==> config.mk <==
export PLATFORM = sky130hd
export DESIGN_NAME = crc_scan_ctrl
export DESIGN_NICKNAME = d
export VERILOG_FILES = /design/src/rtl/crc_pkg.sv /design/src/rtl/crc_vld_dly.sv /design/src/rtl/crc_scan_ctrl.sv
export SDC_FILE = /design/constraint.sdc
export NUM_CORES = 1
export LEC_CHECK = 0
export CAP_MARGIN = 5
export CORE_MARGIN = 2
export CORE_UTILIZATION = 60
export CTS_CLUSTER_DIAMETER = 120
export CTS_CLUSTER_SIZE = 8
export DETAILED_ROUTE_END_ITERATION = 16
export DONT_BUFFER_PORTS = 1
export PLACE_DENSITY = 0.79
export SETUP_SLACK_MARGIN = 0.05
export SYNTH_ARGS = -nofsm -noshare
export SYNTH_HDL_FRONTEND = slang
export SYNTH_HIERARCHICAL = 1
export SYNTH_SLANG_ARGS = --single-unit
==> constraint.sdc <==
create_clock -name clk50m -period 4.6 [get_ports clk50m]
set_input_delay 0 -clock clk50m [delete_from_list [all_inputs] [get_ports clk50m]]
set_output_delay 0 -clock clk50m [all_outputs]
set_load 0.02 [all_outputs]
==> src/rtl/crc_pkg.sv <==
`default_nettype none
// ============================================================================
//  Module      : crc_pkg
//  Description : Shared state encoding and default widths for the CRC scanner.
//  Revision    : 1.0
// ============================================================================
package crc_pkg;

    localparam int ADDR_W_DEF = 10;
    localparam int CRC_W_DEF  = 16;

    typedef enum logic [2:0] {
        ST_IDLE   = 3'd0,
        ST_CLEAR  = 3'd1,
        ST_ISSUE  = 3'd2,
        ST_DRAIN  = 3'd3,
        ST_RESULT = 3'd4,
        ST_DONE   = 3'd5
    } crc_state_e;

endpackage
`default_nettype wire

==> src/rtl/crc_vld_dly.sv <==
`default_nettype none
// ============================================================================
//  Module      : crc_vld_dly
//  Description : Fixed-depth valid shift register with synchronous flush.
//  Revision    : 1.0
// ============================================================================
module crc_vld_dly
    import crc_pkg::*;
#(
    parameter int DEPTH = 2
) (
    input  logic clk50m,
    input  logic rst_n,
    input  logic flush,
    input  logic vld_in,
    output logic vld_out
);

    logic [DEPTH-1:0] sr_q;
    logic [DEPTH-1:0] sr_d;

    always_comb begin
        sr_d = '0;
        if (!flush) begin
            sr_d[0] = vld_in;
            for (int i = 1; i < DEPTH; i++) begin
                sr_d[i] = sr_q[i-1];
            end
        end
    end

    always_ff @(posedge clk50m) begin
        if (!rst_n) begin
            sr_q <= '0;
        end else begin
            sr_q <= sr_d;
        end
    end

    assign vld_out = sr_q[DEPTH-1];

endmodule
`default_nettype wire

==> src/rtl/crc_scan_ctrl.sv <==
`default_nettype none
// ============================================================================
//  Module      : crc_scan_ctrl
//  Description : Sequences a memory scan through an external CRC calculator
//                and reports the final CRC, optionally checked against a value.
//  Revision    : 1.0
// ============================================================================
module crc_scan_ctrl
    import crc_pkg::*;
#(
    parameter int ADDR_W = ADDR_W_DEF,
    parameter int CRC_W  = CRC_W_DEF,
    parameter int RD_LAT = 2
) (
    input  logic              clk50m,
    input  logic              rst_n,
    input  logic              start,
    input  logic              abort,
    input  logic              mode,
    input  logic [ADDR_W-1:0] base_addr,
    input  logic [ADDR_W:0]   length,
    input  logic [CRC_W-1:0]  crc_exp,
    input  logic [CRC_W-1:0]  crc_in,
    output logic [ADDR_W-1:0] mem_addr,
    output logic              mem_rd,
    output logic              crc_clr,
    output logic              crc_en,
    output logic              busy,
    output logic              done,
    output logic [CRC_W-1:0]  crc_result,
    output logic              crc_ok,
    output logic              len_err
);

    localparam logic [ADDR_W:0] LEN_MAX    = {1'b1, {ADDR_W{1'b0}}};
    localparam logic [ADDR_W:0] LEN_ONE    = {{ADDR_W{1'b0}}, 1'b1};
    // Drain covers the RD_LAT delay-line stages plus the crc_in register stage.
    localparam logic [2:0]      DRAIN_LAST = 3'(RD_LAT);

    crc_state_e        state_q,      state_d;
    logic [ADDR_W-1:0] mem_addr_q,   mem_addr_d;
    logic [ADDR_W:0]   left_q,       left_d;
    logic [2:0]        drain_q,      drain_d;
    logic              mode_q,       mode_d;
    logic [CRC_W-1:0]  crc_exp_q,    crc_exp_d;
    logic [CRC_W-1:0]  crc_result_q, crc_result_d;
    logic              crc_ok_q,     crc_ok_d;
    logic              len_err_q,    len_err_d;
    logic              mem_rd_q,     mem_rd_d;
    logic              crc_clr_q,    crc_clr_d;
    logic              busy_q,       busy_d;
    logic              done_q,       done_d;
    logic              flush;
    logic              len_ok;

    assign len_ok = (length != '0) && (length <= LEN_MAX);

    always_comb begin
        state_d      = state_q;
        mem_addr_d   = mem_addr_q;
        left_d       = left_q;
        drain_d      = drain_q;
        mode_d       = mode_q;
        crc_exp_d    = crc_exp_q;
        crc_result_d = crc_result_q;
        crc_ok_d     = crc_ok_q;
        len_err_d    = 1'b0;
        flush        = 1'b0;

        case (state_q)
            ST_IDLE: begin
                if (start && !abort) begin
                    if (len_ok) begin
                        state_d    = ST_CLEAR;
                        mem_addr_d = base_addr;
                        left_d     = length;
                        mode_d     = mode;
                        crc_exp_d  = crc_exp;
                    end else begin
                        len_err_d  = 1'b1;
                    end
                end
            end
            ST_CLEAR: begin
                state_d = ST_ISSUE;
            end
            ST_ISSUE: begin
                if (left_q == LEN_ONE) begin
                    state_d = ST_DRAIN;
                    drain_d = 3'd0;
                end else begin
                    left_d     = left_q - 1'b1;
                    mem_addr_d = mem_addr_q + 1'b1;
                end
            end
            ST_DRAIN: begin
                if (drain_q == DRAIN_LAST) begin
                    state_d = ST_RESULT;
                end else begin
                    drain_d = drain_q + 3'd1;
                end
            end
            ST_RESULT: begin
                state_d      = ST_DONE;
                crc_result_d = crc_in;
                crc_ok_d     = mode_q ? (crc_in == crc_exp_q) : 1'b0;
            end
            ST_DONE: begin
                state_d = ST_IDLE;
            end
            default: begin
                state_d = ST_IDLE;
            end
        endcase

        // Abort discards the scan: results from an aborted RESULT cycle are dropped.
        if (abort && (state_q != ST_IDLE)) begin
            state_d      = ST_IDLE;
            flush        = 1'b1;
            crc_result_d = crc_result_q;
            crc_ok_d     = crc_ok_q;
        end

        busy_d    = (state_d != ST_IDLE);
        crc_clr_d = (state_d == ST_CLEAR);
        mem_rd_d  = (state_d == ST_ISSUE);
        done_d    = (state_d == ST_DONE);
    end

    always_ff @(posedge clk50m) begin
        if (!rst_n) begin
            state_q      <= ST_IDLE;
            mem_addr_q   <= '0;
            left_q       <= '0;
            drain_q      <= 3'd0;
            mode_q       <= 1'b0;
            crc_exp_q    <= '0;
            crc_result_q <= '0;
            crc_ok_q     <= 1'b0;
            len_err_q    <= 1'b0;
            mem_rd_q     <= 1'b0;
            crc_clr_q    <= 1'b0;
            busy_q       <= 1'b0;
            done_q       <= 1'b0;
        end else begin
            state_q      <= state_d;
            mem_addr_q   <= mem_addr_d;
            left_q       <= left_d;
            drain_q      <= drain_d;
            mode_q       <= mode_d;
            crc_exp_q    <= crc_exp_d;
            crc_result_q <= crc_result_d;
            crc_ok_q     <= crc_ok_d;
            len_err_q    <= len_err_d;
            mem_rd_q     <= mem_rd_d;
            crc_clr_q    <= crc_clr_d;
            busy_q       <= busy_d;
            done_q       <= done_d;
        end
    end

    crc_vld_dly #(
        .DEPTH   (RD_LAT)
    ) u_vld_dly (
        .clk50m  (clk50m),
        .rst_n   (rst_n),
        .flush   (flush),
        .vld_in  (mem_rd_q),
        .vld_out (crc_en)
    );

    assign mem_addr   = mem_addr_q;
    assign mem_rd     = mem_rd_q;
    assign crc_clr    = crc_clr_q;
    assign busy       = busy_q;
    assign done       = done_q;
    assign crc_result = crc_result_q;
    assign crc_ok     = crc_ok_q;
    assign len_err    = len_err_q;

endmodule
`default_nettype wire

==> metrics.cfg <==
[run_status]
run_status = completed

[detailed_routing]
ant_nets = 0
drt-pass1-iter-count = 5
totalWireLength_um = 8790
drcViolationCount = 0
wl_per_cell_um = 16.7
drt_iter0_drc = 183
num_vias = 3103
via_per_inst = 5.90

[setup_path]
arrival_ns = 3.20
crit_buf_inv = 2
cp.required_ns = 4.83
slowest_delay_ns = 1.00
start_kind = input port
crit_chain = dlygate4sd3_1 -> nor4_4 -> mux2i_4 -> a22oi_1 -> o221a_2 -> dlygate4sd3_1
cp_slowest_cell = mux2i_4
crit_type = input port to register
crit_end = left_q[4]
worstSetupEndpointType = register
cp_max_fo = 38
r2r_setup_slack_ns = 1.70
crit_top_cell = dlygate4sd3_1
cp.depth = 6
r2r_end = left_q[4]
rr_worst_depth = 6
regToRegStartpoint = state_q[1]
crit_start = length[1]
cp_top_family = buffers and inverters

[synthesis]
synth-xor-area-share_pct = 7.67
ys_types = 48
synthArstFlopShare_pct = 0
synth_top_family_by_area = simple AND/OR/NAND/NOR gates
netlist_area_mm2 = 0.00331
synth-edff-count = 0
synth_nets = 470
synthAdderAreaFrac_pct = 1.89
yosysSeqAreaShare_pct = 41.1
syn-mean-instance-area_um2 = 8.13
ys.flop_type = dfxtp_1
ys.warnings.count = 6
syn_inst = 407
synthSimpleGateAreaFrac_pct = 26.3
synth-seq-cells = 68
synth-compound-area-share_pct = 17.1
muxShareOfSynthArea_pct = 1.70

[power_and_ir_drop]
ir_drop_v = 0.000248
p_leak_nw = 1.44
power.density_mw_per_mm2 = 314
power_w = 0.00129

[global_route]
grt_max_degree = 40
grt_pass1_vias = 3092
grt_usage_pct = 29.3
grt_overflow_total = 0
antenna_found_initial = 0
grt_pass1_wl_um = 14200

[floorplanning]
pin_count = 91
initial_core_util_pct = 61.2
die-height_um = 78.3
die_w_um = 78.3
die_area_mm2 = 0.00613
num_rows = 27
core_region_area_mm2 = 0.00541

[clock_tree]
clock-sinks = 68
insertion_delay_ns = 0.35
clockBufferDepth = 2
numCtsBuffers = 9
cts_max_level = 3
clk_pin_slew_worst_paths_ns = 0.07
post_cts_buffers = 0
cts.root.buffer_cell = clkbuf_8
cts_tree = built

[layout]
most-common-layout-cells = 80 x nand2_1, 68 x dfxtp_1, 56 x dlygate4sd3_1
syn_to_final_growth_pct = 23.7
nets = 512
drive_gt1_share_pct = 7.93
mostFrequentLayoutCell = nand2_1
final_core_util_pct = 75.8
diodes = 0

[sta]
finalHoldViolations = 0
rsz0062_at_grt = false
holdWs_ns = 0.0370
finalSetupTns_ns = 0
finalCriticalPeriod_ns = 2.97
setup_viol = 0
fin_worst_skew_ns = 0.00719
clock.fmax_mhz = 337
final.setup.worst_slack_ns = 1.63
maxSlewViolCount = 0
tightest_slew_ns = 1.14
min_period_over_period_pct = 64.5
slew_headroom_pct = 22.6

[placed_design]
io_buffers = 0
post-place-ws_ns = 2.05
hpwlAfterDp_um = 5170
gp_congestion = 0.812

[worst_hold_path]
hp-class = input port to register

[run]
maxCapViolCount = 0

## stage by stage
stage / instances / cell area [um2]
floorplan: 407 / 3310
global placement: 453 / 3300
detailed placement: 453 / 3300
CTS: 526 / 4100
global route: 526 / 4100
finish: 526 / 4100
## power breakdown
part	internal [W]	switching [W]	total (W)	leakage, nW
Combinational	0.0000738	0.0000706	0.000144	0.792
Clock	0.000280	0.000235	0.000515	0.0938
Sequential	0.000604	0.0000225	0.000626	0.551
Total	0.000957	0.000328	0.00129	1.44
## final cells by class
| cell class | instances | area, um2 |
|---|---|---|
| clock buffers | 11 | 151 |
| flip-flops and latches | 68 | 1360 |
| well taps | 72 | 90.1 |
| clock inverters | 5 | 60.1 |
| fillers | 364 | 1310 |
| repair buffers | 59 | 596 |
| multi-input cells | 307 | 1820 |
| inverters | 4 | 15.0 |
## worst reg2reg max path, cell delays in order (launching register included)
cell and delay [ns]:
dfxtp_1 0.36, or2_2 0.36, nor4_1 0.55, mux2_4 0.47, nor2_4 0.18, o221a_2 0.32, dlygate4sd3_1 0.55
## cell usage after synthesis, types with 4 or more instances
| master | number | area share [%] |
|---|---|---|
| and2_1 | 4 | 0.76 |
| buf_2 | 6 | 0.91 |
| nor2_1 | 31 | 3.5 |
| o31ai_2 | 4 | 1.5 |
| a21oi_1 | 38 | 5.7 |
| o211ai_1 | 7 | 1.6 |
| o31ai_1 | 6 | 1.4 |
| nand4_1 | 20 | 3.8 |
| nor3_1 | 4 | 0.60 |
| dfxtp_1 | 68 | 41 |
| nand3_1 | 13 | 2.0 |
| xnor2_1 | 16 | 4.2 |
| o21ai_0 | 20 | 3.0 |
| or4_1 | 4 | 0.91 |
| clkbuf_1 | 18 | 2.0 |
| xor2_1 | 13 | 3.4 |
| ha_1 | 5 | 1.9 |
| a31oi_1 | 7 | 1.3 |
| nand2_1 | 80 | 9.1 |
## state kept, by name (all words and copies together) (netlist names)
signal,count
mem_rd,1
crc_clr,1
mem_addr,10
mode_q,1
busy,1
len_err,1
left_q,11
crc_ok,1
state_q,3
crc_result,16
u_vld_dly/sr_q,2
done,1
crc_exp_q,16
drain_q,3
## metal layers
layer	up-vias	GRT usage [%]	share of wire, %
li1	1507	-	-
met1	1474	33.0	40
met2	108	52.5	52
met3	14	10.2	6.3
met4	0	7.89	1.4
met5	-	0	0
## worst min path at each step
stage	startpoint	cells after the start	slack [ns]	end
2_1_floorplan	mode	2	0.14	mode_q
3_3_place_gp	crc_in[9]	2	0.14	crc_result[9]
3_5_place_dp	crc_in[0]	2	0.14	crc_result[0]
4_1_cts	crc_in[9]	4	0.02	crc_ok
5_1_grt	length[8]	3	0.05	left_q[8]
6_report	base_addr[6]	3	0.04	mem_addr[6]
## cells by family (layout without fill, tap and decap cells)
| logic type | after synthesis | after routing |
|---|---|---|
| compound gates | 90 | 90 |
| xor+xnor | 29 | 29 |
| fa+ha+maj | 5 | 5 |
| buf+inv | 32 | 79 |
| flops | 68 | 68 |
| mux | 5 | 5 |
| simple gates | 178 | 178 |
## repair_timing
action	CTS	global route
endpoints found under the hold margin	64	0
hold buffers	57	0
gates resized for setup	0	0
No activity file was read; power rests on OpenSTA's default activity.
